### src/rtl/cpu_pkg.sv
// cpu_pkg: shared types and constants for the 5-stage 16-bit CPU.
//   state_t         : hazard controller sequencing states
//   REG_W           : register-index width
//   DRAIN_DEPTH_DEF : default cycles for older instructions to retire after HLT
//   OP_*            : opcodes the hazard logic cares about
package cpu_pkg;

    typedef enum logic [1:0] {RUN, DRAIN, HALTED} state_t;

    localparam int REG_W           = 4;
    localparam int DRAIN_DEPTH_DEF = 3;

    localparam logic [3:0] OP_LW  = 4'h8;
    localparam logic [3:0] OP_SW  = 4'h9;
    localparam logic [3:0] OP_HLT = 4'hF;

endpackage

### src/rtl/lu_detect.sv
// lu_detect: combinational load-use hazard detector.
//   rs_ID/rt_ID, uses_rs_ID/uses_rt_ID : sources read by the ID instruction
//   Rd_EX, RegWrite_EX, MemOp_EX, MemWrite_EX : EX instruction control
//   lu : EX holds a load whose result the ID instruction needs
module lu_detect
    import cpu_pkg::*;
(
    input  logic [REG_W-1:0] rs_ID,
    input  logic [REG_W-1:0] rt_ID,
    input  logic             uses_rs_ID,
    input  logic             uses_rt_ID,
    input  logic [REG_W-1:0] Rd_EX,
    input  logic             RegWrite_EX,
    input  logic             MemOp_EX,
    input  logic             MemWrite_EX,
    output logic             lu
);

    // R0 is hardwired zero, so a load into it never creates a dependency.
    assign lu = MemOp_EX & ~MemWrite_EX & RegWrite_EX & (Rd_EX != '0) &
                ((uses_rs_ID & (rs_ID == Rd_EX)) | (uses_rt_ID & (rt_ID == Rd_EX)));

endmodule

### src/rtl/hazard_ctrl.sv
// hazard_ctrl: pipeline sequencing controller (stalls, flushes, wait states, halt).
//   Inputs : ID source fields/uses, hlt_ID, EX control, branch_taken_EX,
//            imem_ready, dmem_req_MEM, dmem_ready
//   Outputs: pc_en, en_* pipeline register enables, flush_IF_ID/flush_ID_EX,
//            hlt (halted), stall_cycles (saturating stall counter)
module hazard_ctrl
    import cpu_pkg::*;
#(
    parameter int DRAIN_DEPTH = DRAIN_DEPTH_DEF,
    parameter int CNT_W       = 16
) (
    input  logic             clk,
    input  logic             rst,
    input  logic [REG_W-1:0] rs_ID,
    input  logic [REG_W-1:0] rt_ID,
    input  logic             uses_rs_ID,
    input  logic             uses_rt_ID,
    input  logic             hlt_ID,
    input  logic [REG_W-1:0] Rd_EX,
    input  logic             RegWrite_EX,
    input  logic             MemOp_EX,
    input  logic             MemWrite_EX,
    input  logic             branch_taken_EX,
    input  logic             imem_ready,
    input  logic             dmem_req_MEM,
    input  logic             dmem_ready,
    output logic             pc_en,
    output logic             en_IF_ID,
    output logic             en_ID_EX,
    output logic             en_EX_MEM,
    output logic             en_MEM_WB,
    output logic             flush_IF_ID,
    output logic             flush_ID_EX,
    output logic             hlt,
    output logic [CNT_W-1:0] stall_cycles
);

    localparam int CW = $clog2(DRAIN_DEPTH + 1);

    state_t        state, state_n;
    logic [CW-1:0] cnt, cnt_n;
    logic          lu, freeze, stall;

    lu_detect u_lu (
        .rs_ID      (rs_ID),
        .rt_ID      (rt_ID),
        .uses_rs_ID (uses_rs_ID),
        .uses_rt_ID (uses_rt_ID),
        .Rd_EX      (Rd_EX),
        .RegWrite_EX(RegWrite_EX),
        .MemOp_EX   (MemOp_EX),
        .MemWrite_EX(MemWrite_EX),
        .lu         (lu)
    );

    assign freeze = dmem_req_MEM & ~dmem_ready;
    assign hlt    = (state == HALTED);
    assign stall  = ~(pc_en & en_IF_ID & en_ID_EX & en_EX_MEM & en_MEM_WB);

    always_ff @(posedge clk or posedge rst) begin
        if (rst) begin
            state <= RUN;
            cnt   <= '0;
        end else begin
            state <= state_n;
            cnt   <= cnt_n;
        end
    end

    // HLT is only accepted when nothing of higher priority claims the cycle;
    // a frozen cycle neither accepts it nor advances the drain.
    always_comb begin
        state_n = state;
        cnt_n   = cnt;
        if (state == RUN && !freeze && !branch_taken_EX && !lu && hlt_ID) begin
            state_n = DRAIN;
            cnt_n   = CW'(DRAIN_DEPTH);
        end else if (state == DRAIN && !freeze) begin
            cnt_n   = cnt - CW'(1);
            state_n = (cnt == CW'(1)) ? HALTED : DRAIN;
        end
    end

    always_comb begin
        pc_en       = 1'b1;
        en_IF_ID    = 1'b1;
        en_ID_EX    = 1'b1;
        en_EX_MEM   = 1'b1;
        en_MEM_WB   = 1'b1;
        flush_IF_ID = 1'b0;
        flush_ID_EX = 1'b0;
        if (rst || state == HALTED || freeze) begin
            pc_en     = 1'b0;
            en_IF_ID  = 1'b0;
            en_ID_EX  = 1'b0;
            en_EX_MEM = 1'b0;
            en_MEM_WB = 1'b0;
        end else if (state == DRAIN) begin
            pc_en       = 1'b0;
            flush_IF_ID = 1'b1;
            flush_ID_EX = 1'b1;
        end else if (branch_taken_EX) begin
            flush_IF_ID = 1'b1;
            flush_ID_EX = 1'b1;
        end else if (lu) begin
            pc_en       = 1'b0;
            en_IF_ID    = 1'b0;
            flush_ID_EX = 1'b1;
        end else if (hlt_ID) begin
            pc_en       = 1'b0;
            flush_IF_ID = 1'b1;
            flush_ID_EX = 1'b1;
        end else if (!imem_ready) begin
            pc_en       = 1'b0;
            flush_IF_ID = 1'b1;
        end
    end

    always_ff @(posedge clk or posedge rst) begin
        if (rst)
            stall_cycles <= '0;
        else if (state != HALTED && stall && !(&stall_cycles))
            stall_cycles <= stall_cycles + CNT_W'(1);
    end

endmodule
### config.mk
export PLATFORM = sky130hd
export DESIGN_NAME = hazard_ctrl
export DESIGN_NICKNAME = d
export VERILOG_FILES = /design/src/rtl/cpu_pkg.sv /design/src/rtl/lu_detect.sv /design/src/rtl/hazard_ctrl.sv
export SDC_FILE = /design/constraint.sdc
export NUM_CORES = 1
export LEC_CHECK = 0
export ABC_AREA = 1
export CAP_MARGIN = 30
export CELL_PAD_IN_SITES_DETAIL_PLACEMENT = 1
export CELL_PAD_IN_SITES_GLOBAL_PLACEMENT = 1
export CORE_MARGIN = 5
export CORE_UTILIZATION = 30
export DETAILED_ROUTE_END_ITERATION = 16
export GPL_TIMING_DRIVEN = 0
export PLACE_DENSITY = 0.78
export SKIP_CTS_REPAIR_TIMING = 1
export SLEW_MARGIN = 20
export SYNTH_ARGS = -nofsm -noshare
export SYNTH_HDL_FRONTEND = slang
export SYNTH_SLANG_ARGS = --single-unit
### constraint.sdc
create_clock -name clk -period 2 [get_ports clk]
set_input_delay 0.5 -clock clk [delete_from_list [all_inputs] [get_ports clk]]
set_output_delay 0.5 -clock clk [all_outputs]
set_load 0.02 [all_outputs]
==> impl_metrics.tcl <==
set metrics [dict create \
    layout-area-overhead-vs-synth_pct 53.4 \
    cts.sinks 20 \
    finalSetupViolations 4 \
    drt_iter0_markers 38 \
    row_count 25 \
    grt_pass1_vias 1570 \
    layout-drive-gt1-share 0.252 \
    leakagePower_uw 0.00121 \
    overflow 0 \
    path_max_fanout 8 \
    max-vdd-ir-drop_uv 789 \
    synth_nets 235 \
    diodes 0 \
    syn_area_per_cell_um2 7.04 \
    multi_input_area_um2 870 \
    gr-usage-all-layers 0.139 \
    violations "setup timing" \
    hold_viol 0 \
    endpoint "pc_en" \
    power_switching_uw 881 \
    pwr-share-comb 0.547 \
    reg2reg_from "stall_cycles[0]$_DFFE_PP0P_" \
    numCtsBuffers 3 \
    synthFlopType "dfrtp_1" \
    fin_tns_setup_ns -0.287 \
    required_ns 1.50 \
    nNetsFinal 297 \
    skew_ns 0.00332 \
    synth_edf_count 0 \
    total_power_uw 2060 \
    ff2ff_path_depth 9 \
    htree_levels 1 \
    tritoncts "built" \
    ios 48 \
    reg2reg_slack_ns 0.17 \
    seqPwrFrac 0.298 \
    ys_types 28 \
    maxCapViolations 0 \
    syn_inst 209 \
    relSlewSlack 0.468 \
    antenna_found_initial 0 \
    syn_area_um2 1470 \
    outcome "complete, but fails checks" \
    port_buffers 47 \
    start_util 0.309 \
    coreArea_um2 4750 \
    final-seq-area_um2 500 \
    final_antenna_net_count 0 \
    tightest_slew_ns 0.798 \
    ys_seq_area_frac 0.340 \
    setup_ws_ns -0.182 \
    power_switching_share 0.427 \
    critPathArrivalTime_ns 1.68 \
    period_needed_ns 2.18 \
    setup.worst_path.start_class "input port" \
    yosysWarningCount 0 \
    cts.clk_slew.worst_paths_ns 0.08 \
    clock_latency_ns 0.26 \
    wirelength_um 4390 \
    dieArea_um2 6410 \
    intPower_uw 1180 \
    viasPerCell 4.59 \
    drc 0 \
    die_x_um 80.0 \
    grt_start_max_net_pins 21 \
    place_hpwl_um 3360 \
    grt_pass1_wl_um 7160 \
    nFillCells 616 \
    hold_path.class "in2async" \
    die_y_um 80.0 \
    max_clock_freq_mhz 458 \
    clk_path_buf_depth 2 \
    drv_slew 0 \
    fin_crit_sh 1.09 \
    clock-root-buffer "clkbuf_8" \
    cp-end-kind "output pin" \
    wl_per_cell_um 13.0 \
    ys_async_sr_fraction 1.00 \
    rsz0062_at_grt "yes" \
    power_frac_clock 0.155 \
    crit_path_start "hlt_ID" \
    r2r-end "stall_cycles[15]$_DFFE_PP0P_" \
    num_vias 1546 \
    cellPowerDensity_nw_per_um2 913 \
    ys_seq_elements 20 \
    crit_type "in2out" \
    gp_congestion 0.832 \
    dr.pass1.iters 4 \
]
## layout make-up
cell class | instances | share of cell area
plain buffers | 5 | 0.0188
flip-flops and latches | 20 | 0.222
multi-input cells | 150 | 0.385
repair buffers | 57 | 0.254
well taps | 67 | 0.0371
inverters | 34 | 0.0588
clock buffers | 4 | 0.0244
## state kept, by name (all words and copies together) (netlist names)
signal,count
cnt,2
stall_cycles,16
state,2
## layer usage
metal / vias up / global-route usage / wire length, um
li1: 778 / - / -
met4: 0 / 0.0253 / 28
met1: 745 / 0.180 / 2000
met3: 2 / 0.0203 / 87
met5: - / 0 / 0
met2: 21 / 0.244 / 2270
## cells by family (layout without fill, tap and decap cells)
group	count (synthesis)	in the layout	synth area share
AO/OA/AOI/OAI	8	8	0.0366
AND/OR/NAND/NOR	124	124	0.398
flip-flops	20	20	0.340
adder cells (fa/ha/maj)	2	2	0.0170
buffers and inverters	39	100	0.113
XOR/XNOR	16	16	0.0952
## worst max-delay path: stages
cell and delay, ns:
clkdlybuf4s50_1 0.46, nor2_2 0.17, nand2_2 0.06, nand2_2 0.09
nand3_4 0.09, buf_6 0.15, inv_2 0.05, buf_6 0.10
## through the flow
stage               hold WS, ns  cells   util  worst slack [ns]  instance area [um2]
finish                    0.459    337  0.475            -0.182                 2260
global route              0.542    337  0.475            -0.241                 2260
CTS                       0.541    327  0.439             -1.15                 2090
detailed placement        0.520    323  0.427             -1.15                 2030
global placement          0.511    323  0.427             -1.12                 2030
floorplan                 0.464    209      -           -0.0495                 1480
## cell usage after synthesis, types with 2 or more instances
library cell | n | area, um2
buf_4 | 3 | 22.5
dfrtp_1 | 20 | 500
ha_1 | 2 | 25.0
inv_1 | 34 | 128
nand2_1 | 60 | 225
nand3_1 | 27 | 135
nand3_2 | 2 | 20.0
nand4_1 | 4 | 25.0
nor2_1 | 15 | 56.3
nor3_1 | 4 | 20.0
nor3_2 | 3 | 30.0
nor4_1 | 3 | 18.8
o21a_1 | 2 | 15.0
o21ai_0 | 2 | 10.0
xnor2_1 | 4 | 35.0
xor2_1 | 12 | 105
## worst min-delay path by stage
stage                             from                    to  slack (ns)  cells past startpoint
global placement    cnt[0]$_DFFE_PP0P_    cnt[0]$_DFFE_PP0P_        0.51                      2
detailed placement  cnt[0]$_DFFE_PP0P_    cnt[0]$_DFFE_PP0P_        0.52                      2
floorplan                          rst    cnt[0]$_DFFE_PP0P_        0.46                      1
global route                       rst  state[0]$_DFFE_PP0P_        0.54                      2
finish                             rst  state[0]$_DFFE_PP0P_        0.46                      2
CTS                 cnt[0]$_DFFE_PP0P_    cnt[0]$_DFFE_PP0P_        0.54                      2
## cell usage in the layout (no fill, tap or decap), types with 2 or more instances in the layout
cell type,count
inv_4,2
clkbuf_8,4
xnor2_1,4
nand3_2,2
nand2_1,52
buf_6,10
xor2_1,12
dlymetal6s2s_1,15
clkbuf_2,5
nand4_1,4
nand3_1,27
nor4_1,3
dfrtp_1,20
inv_2,4
nor3_1,4
nand2_2,9
buf_4,12
nor3_2,2
clkdlybuf4s50_1,18
o21a_1,2
nor2_1,7
nor2_2,8
inv_1,28
## power groups by stage
| stage | Combinational, uW | Clock [uW] | Sequential (uW) |
|---|---|---|---|
| detailed placement | 1040 | 0 | 619 |
| CTS | 1040 | 333 | 612 |
| floorplan | 596 | 0 | 658 |
| finish | 1130 | 320 | 614 |
| global route | 1260 | 348 | 630 |
| global placement | 1010 | 0 | 617 |
(Power assumes the default switching activity.)
==> RTL change 1 (same settings) <==
Re-encode `state_t` (3 states) as one-hot, 3 bits wide.
--- a/src/rtl/cpu_pkg.sv
+++ b/src/rtl/cpu_pkg.sv
@@ -5,7 +5,7 @@
 //   OP_*            : opcodes the hazard logic cares about
 package cpu_pkg;
 
-    typedef enum logic [1:0] {RUN, DRAIN, HALTED} state_t;
+    typedef enum logic [2:0] {RUN = 3'b001, DRAIN = 3'b010, HALTED = 3'b100} state_t;
 
     localparam int REG_W           = 4;
     localparam int DRAIN_DEPTH_DEF = 3;
Check against the original RTL: same outputs for any inputs over 10 cycles, from zero or initial values and one cycle with rst high; not proved beyond that.
==> RTL change 1 against the unedited design <==
- the run still ends with setup timing left
- maximum frequency decreased by 0.20%
- combinational power increased by 4%
- sequential cell count increased by 1
- critical path depth decreased by 1
- critical endpoint unchanged
- largest cell class unchanged
- total power increased by 2.0%
- cell area increased by 2.3%
- setup slack got worse by 0.0043 ns
- wire length increased by 5.6%
- synthesized area increased by 6.0%
- highest routed layer unchanged
- register-to-register slack got worse by 0.02 ns
- first-iteration DRC count increased by 74%
- critical path type is now flip-flop to output pin
==> RTL change 1: results <==
metrics = {
    "status": {
        "violations": "setup timing",
        "status": "finished, violations left",
    },
    "sta": {
        "layout_setup_ws_ns": -0.187,
        "worst_pin_slew_ns": 0.504,
        "setup-violations-final": 4,
        "finalClockSkew_ns": 0.00307,
        "fin_tns_setup_ns": -0.426,
    },
    "global_route": {
        "grt_max_degree": 22,
        "grt_first_pass_wirelength_mm": 7.47,
        "antenna_found_initial": 0,
        "grt_pass1_vias": 1619,
        "grt_use_total": 0.143,
    },
    "place": {
        "placedInstanceArea_mm2": 0.00212,
        "hpwl_mm": 3.52,
        "gp_congestion": 0.795,
        "numPortBuffers": 47,
    },
    "layout": {
        "final_net_count": 309,
        "diodes": 0,
        "drive_gt1_frac": 0.241,
        "reg_top3": "stall_cycles x16, state x3, cnt x2",
        "n_fill_cell": 656,
        "final_util": 0.455,
    },
    "route": {
        "vias_per_cell": 4.64,
        "drt_first_iter_violations": 66,
        "wl_per_cell_um": 13.2,
    },
    "yosys": {
        "synth_area_leaders": "dfrtp_1 (32%), nand2_1 (15%), nand4_1 (7.6%), inv_1 (7.0%), xor2_1 (5.6%)",
        "ys_types": 31,
        "synth_nets": 244,
        "synthTopCellsByCount": "nand2_1 (62), inv_1 (29), nor2_1 (22)",
        "yosysSeqAreaShare": 0.338,
    },
    "cts": {
        "clk_path_buf_depth": 2,
        "clk_latency_ns": 0.26,
        "cts_buffers": 3,
    },
    "pwr": {
        "peakVddDrop_mv": 0.492,
        "leakage_nw": 1.22,
    },
    "worst_setup_path": {
        "slowest_stage": "dfstp_2",
        "cp_max_fo": 6,
        "max_stage_delay_ns": 0.58,
        "cp_top_family": "flip-flops",
    },
}
==> RTL change 1: layer usage <==
| layer | part of all wire | vias up | global-route usage |
|---|---|---|---|
| li1 | - | 824 | - |
| met1 | 0.45 | 781 | 0.174 |
| met4 | 0.0058 | 0 | 0.0249 |
| met3 | 0.038 | 4 | 0.0325 |
| met5 | 0 | - | 0 |
| met2 | 0.51 | 24 | 0.258 |
==> RTL change 1: area by class of cell <==
| cell class | count | share of cell area |
|---|---|---|
| clock buffers | 4 | 0.0195 |
| inverters | 34 | 0.0553 |
| repair buffers | 61 | 0.248 |
| multi-input cells | 157 | 0.392 |
| flip-flops and latches | 21 | 0.228 |
| well taps | 70 | 0.0379 |
| plain buffers | 5 | 0.0184 |
==> RTL change 1: report_power, final <==
group	leakage, nW	internal [mW]	total (mW)	switching [mW]
clock	0.0228	0.142	0.282	0.140
combinational	0.921	0.525	1.18	0.652
sequential	0.274	0.526	0.643	0.117
==> RTL change 1: final timing paths <==
| path | start | end | slack, ns | cells past startpoint |
|---|---|---|---|---|
| max reg2reg | state[0] | stall_cycles[2] | 0.15 | 10 |
| min in group clk | state[0] | state[0] | 0.51 | 2 |
| max in group asynchronous | rst | state[0] | 1.17 | 3 |
| min reg2reg | state[0] | state[0] | 0.51 | 2 |
| max | state[0] | pc_en | -0.19 | 7 |
| min | rst | stall_cycles[5] | 0.31 | 2 |
==> RTL change 1: cells by family after synthesis <==
group,share of synthesized area
buf+inv,0.109
xor+xnor,0.0842
compound gates,0.0281
flops,0.338
simple gates,0.425
fa+ha+maj,0.0160
==> RTL change 1: metrics by stage <==
stage	power (mW)	worst slack (ns)	std cells
final	2.10	-0.187	352
after global routing	2.28	-0.245	352
after CTS	2.01	-1.19	339
after detailed placement	1.72	-1.18	335
after global placement	1.68	-1.16	335
after floorplan	1.30	-0.0495	218
==> RTL change 2 (same flow settings) <==
Without the edit above. `CNT_W`: 16 -> 32.
--- a/src/rtl/hazard_ctrl.sv
+++ b/src/rtl/hazard_ctrl.sv
@@ -7,7 +7,7 @@
     import cpu_pkg::*;
 #(
     parameter int DRAIN_DEPTH = DRAIN_DEPTH_DEF,
-    parameter int CNT_W       = 16
+    parameter int CNT_W       = 32
 ) (
     input  logic             clk,
     input  logic             rst,
Interface: changed (resized stall_cycles); port bits go from 48 to 64. No check against the original RTL was run, so the function may have changed too.
==> RTL change 2 against the unedited design <==
- the run still ends with setup timing left
- synthesized area rose by 73%
- wire length up 100%
- setup slack gained 0.015 ns
- sequential cell count grew 16
- sequential share of layout area increased by 2.1 points
- non-clock buffer count grew 24
- first-iteration DRC count increased to 2.8 times the old value
- clock skew increased by 0.00087 ns
- cell count is 68% higher
- count of clock-buffer cells in the layout grew 2
- cell area increased by 65%
- total power rose by 40%
- sequential power rose by 52%
==> RTL change 2: results <==
metrics = {
    "yosys": {
        "synth_area_leaders": "dfrtp_1 (35%), nand2_1 (20%), nand3_1 (7.7%), xor2_1 (7.6%), nor2_1 (6.8%)",
        "synthTopCellsByCount": "nand2_1 (138), nor2_1 (46), nand3_1 (39)",
        "synth_nets": 404,
        "ys_types": 27,
        "yosysSeqAreaShare": 0.353,
    },
    "route": {
        "drt_first_iter_violations": 106,
        "num_vias": 2759,
        "wl_per_cell_um": 15.8,
    },
    "place": {
        "numPortBuffers": 63,
        "hpwl_mm": 6.67,
        "place_ws_ns": -1.22,
        "gp_congestion": 0.912,
    },
    "sta": {
        "setup-violations-final": 4,
        "maxSlewHeadroom": 0.746,
        "finalClockSkew_ns": 0.00419,
        "layout_setup_ws_ns": -0.168,
    },
    "pwr": {
        "p_sw_frac": 0.419,
        "peakVddDrop_mv": 0.411,
        "leakage_nw": 1.84,
    },
    "status": {
        "violations": "setup timing",
        "status": "finished, violations left",
    },
    "cts": {
        "clk_path_buf_depth": 2,
        "cts_buffers": 5,
        "clk_latency_ns": 0.28,
        "cts_htree_levels": 2,
        "cts_root_buf": "clkbuf_8",
    },
    "layout": {
        "reg_top3": "stall_cycles x32, cnt x2, state x2",
        "final_net_count": 486,
        "n_fill_cell": 1043,
        "drive_gt1_frac": 0.204,
    },
    "global_route": {
        "grt_max_degree": 23,
        "grt_use_total": 0.160,
        "grt_first_pass_wirelength_mm": 13.4,
        "grt_pass1_vias": 2702,
    },
    "worst_setup_path": {
        "cp_max_fo": 3,
        "arrival_ns": 1.67,
    },
}
==> RTL change 2: cell types whose count changed in the layout (fill, tap and decap cells not counted), moves of 5 or more <==
cell,change
inv_2,+6
nor2_1,+29
nand2_1,+76
xnor2_1,+5
xor2_1,+10
dfrtp_1,+13
clkdlybuf4s50_1,+16
nor3_1,+6
nand3_1,+12
==> RTL change 2: metrics by stage <==
stage               area [um^2]  setup TNS, ns  instances  utilization
floorplan                  2560              0        378            -
global placement           3320         -24.31        546        0.402
detailed placement         3350         -17.54        547        0.406
CTS                        3430          -8.26        554        0.415
global route               3720         -0.842        565        0.451
finish                     3720         -0.323        565        0.451
==> RTL change 2: final timing paths <==
check,start,to,slack [ns],cells past startpoint
setup / recovery,hlt_ID,pc_en,-0.17,8
hold / removal,rst,stall_cycles[9],0.28,2
setup reg to reg,stall_cycles[0],stall_cycles[24],0.14,9
hold reg to reg,stall_cycles[29],stall_cycles[29],0.54,2
max in group asynchronous,rst,stall_cycles[25],1.26,3
min in group clk,stall_cycles[29],stall_cycles[29],0.54,2
==> RTL change 2: final cells by class <==
type                            instances  share of cell area
Multi-Input combinational cell        295               0.427
Sequential cell                        36               0.243
Timing Repair Buffer                   75               0.213
Inverter                               36              0.0377
Tap cell                              105              0.0353
Buffer                                 11              0.0235
Clock buffer                            6              0.0195
Clock inverter                          1             0.00134
==> RTL change 2: power by group through the flow <==
stage                     Clock (mW)  Sequential, mW  Combinational [mW]
after CTS                      0.509           0.937                1.30
after global routing           0.540           0.952                1.60
after floorplan                    0           0.986               0.768
after global placement             0           0.945                1.24
final                          0.493           0.935                1.46
after detailed placement           0           0.951                1.29
==> RTL change 2: cell families (layout without fill, tap and decap cells) <==
kind of cell,count (synthesis),after routing,share of synthesized area
AO/OA/AOI/OAI,9,9,0.0245
XOR/XNOR,31,31,0.107
adder cells (fa/ha/maj),2,2,0.00982
buffers and inverters,47,129,0.0839
flip-flops,36,36,0.353
AND/OR/NAND/NOR,253,253,0.422
==> RTL change 2: critical path: stages <==
cell and delay (ns):
clkdlybuf4s50_1 0.47, nor2_2 0.19, nand2_2 0.08, nand2_2 0.08, nand3_4 0.08, buf_6 0.12
inv_4 0.04, buf_6 0.10
==> RTL change 2: layer usage <==
| layer | global-route usage | part of all wire |
|---|---|---|
| met1 | 0.221 | 0.47 |
| met4 | 0.0252 | 0.011 |
| met3 | 0.0259 | 0.036 |
| met5 | 0 | 0 |
| met2 | 0.270 | 0.49 |
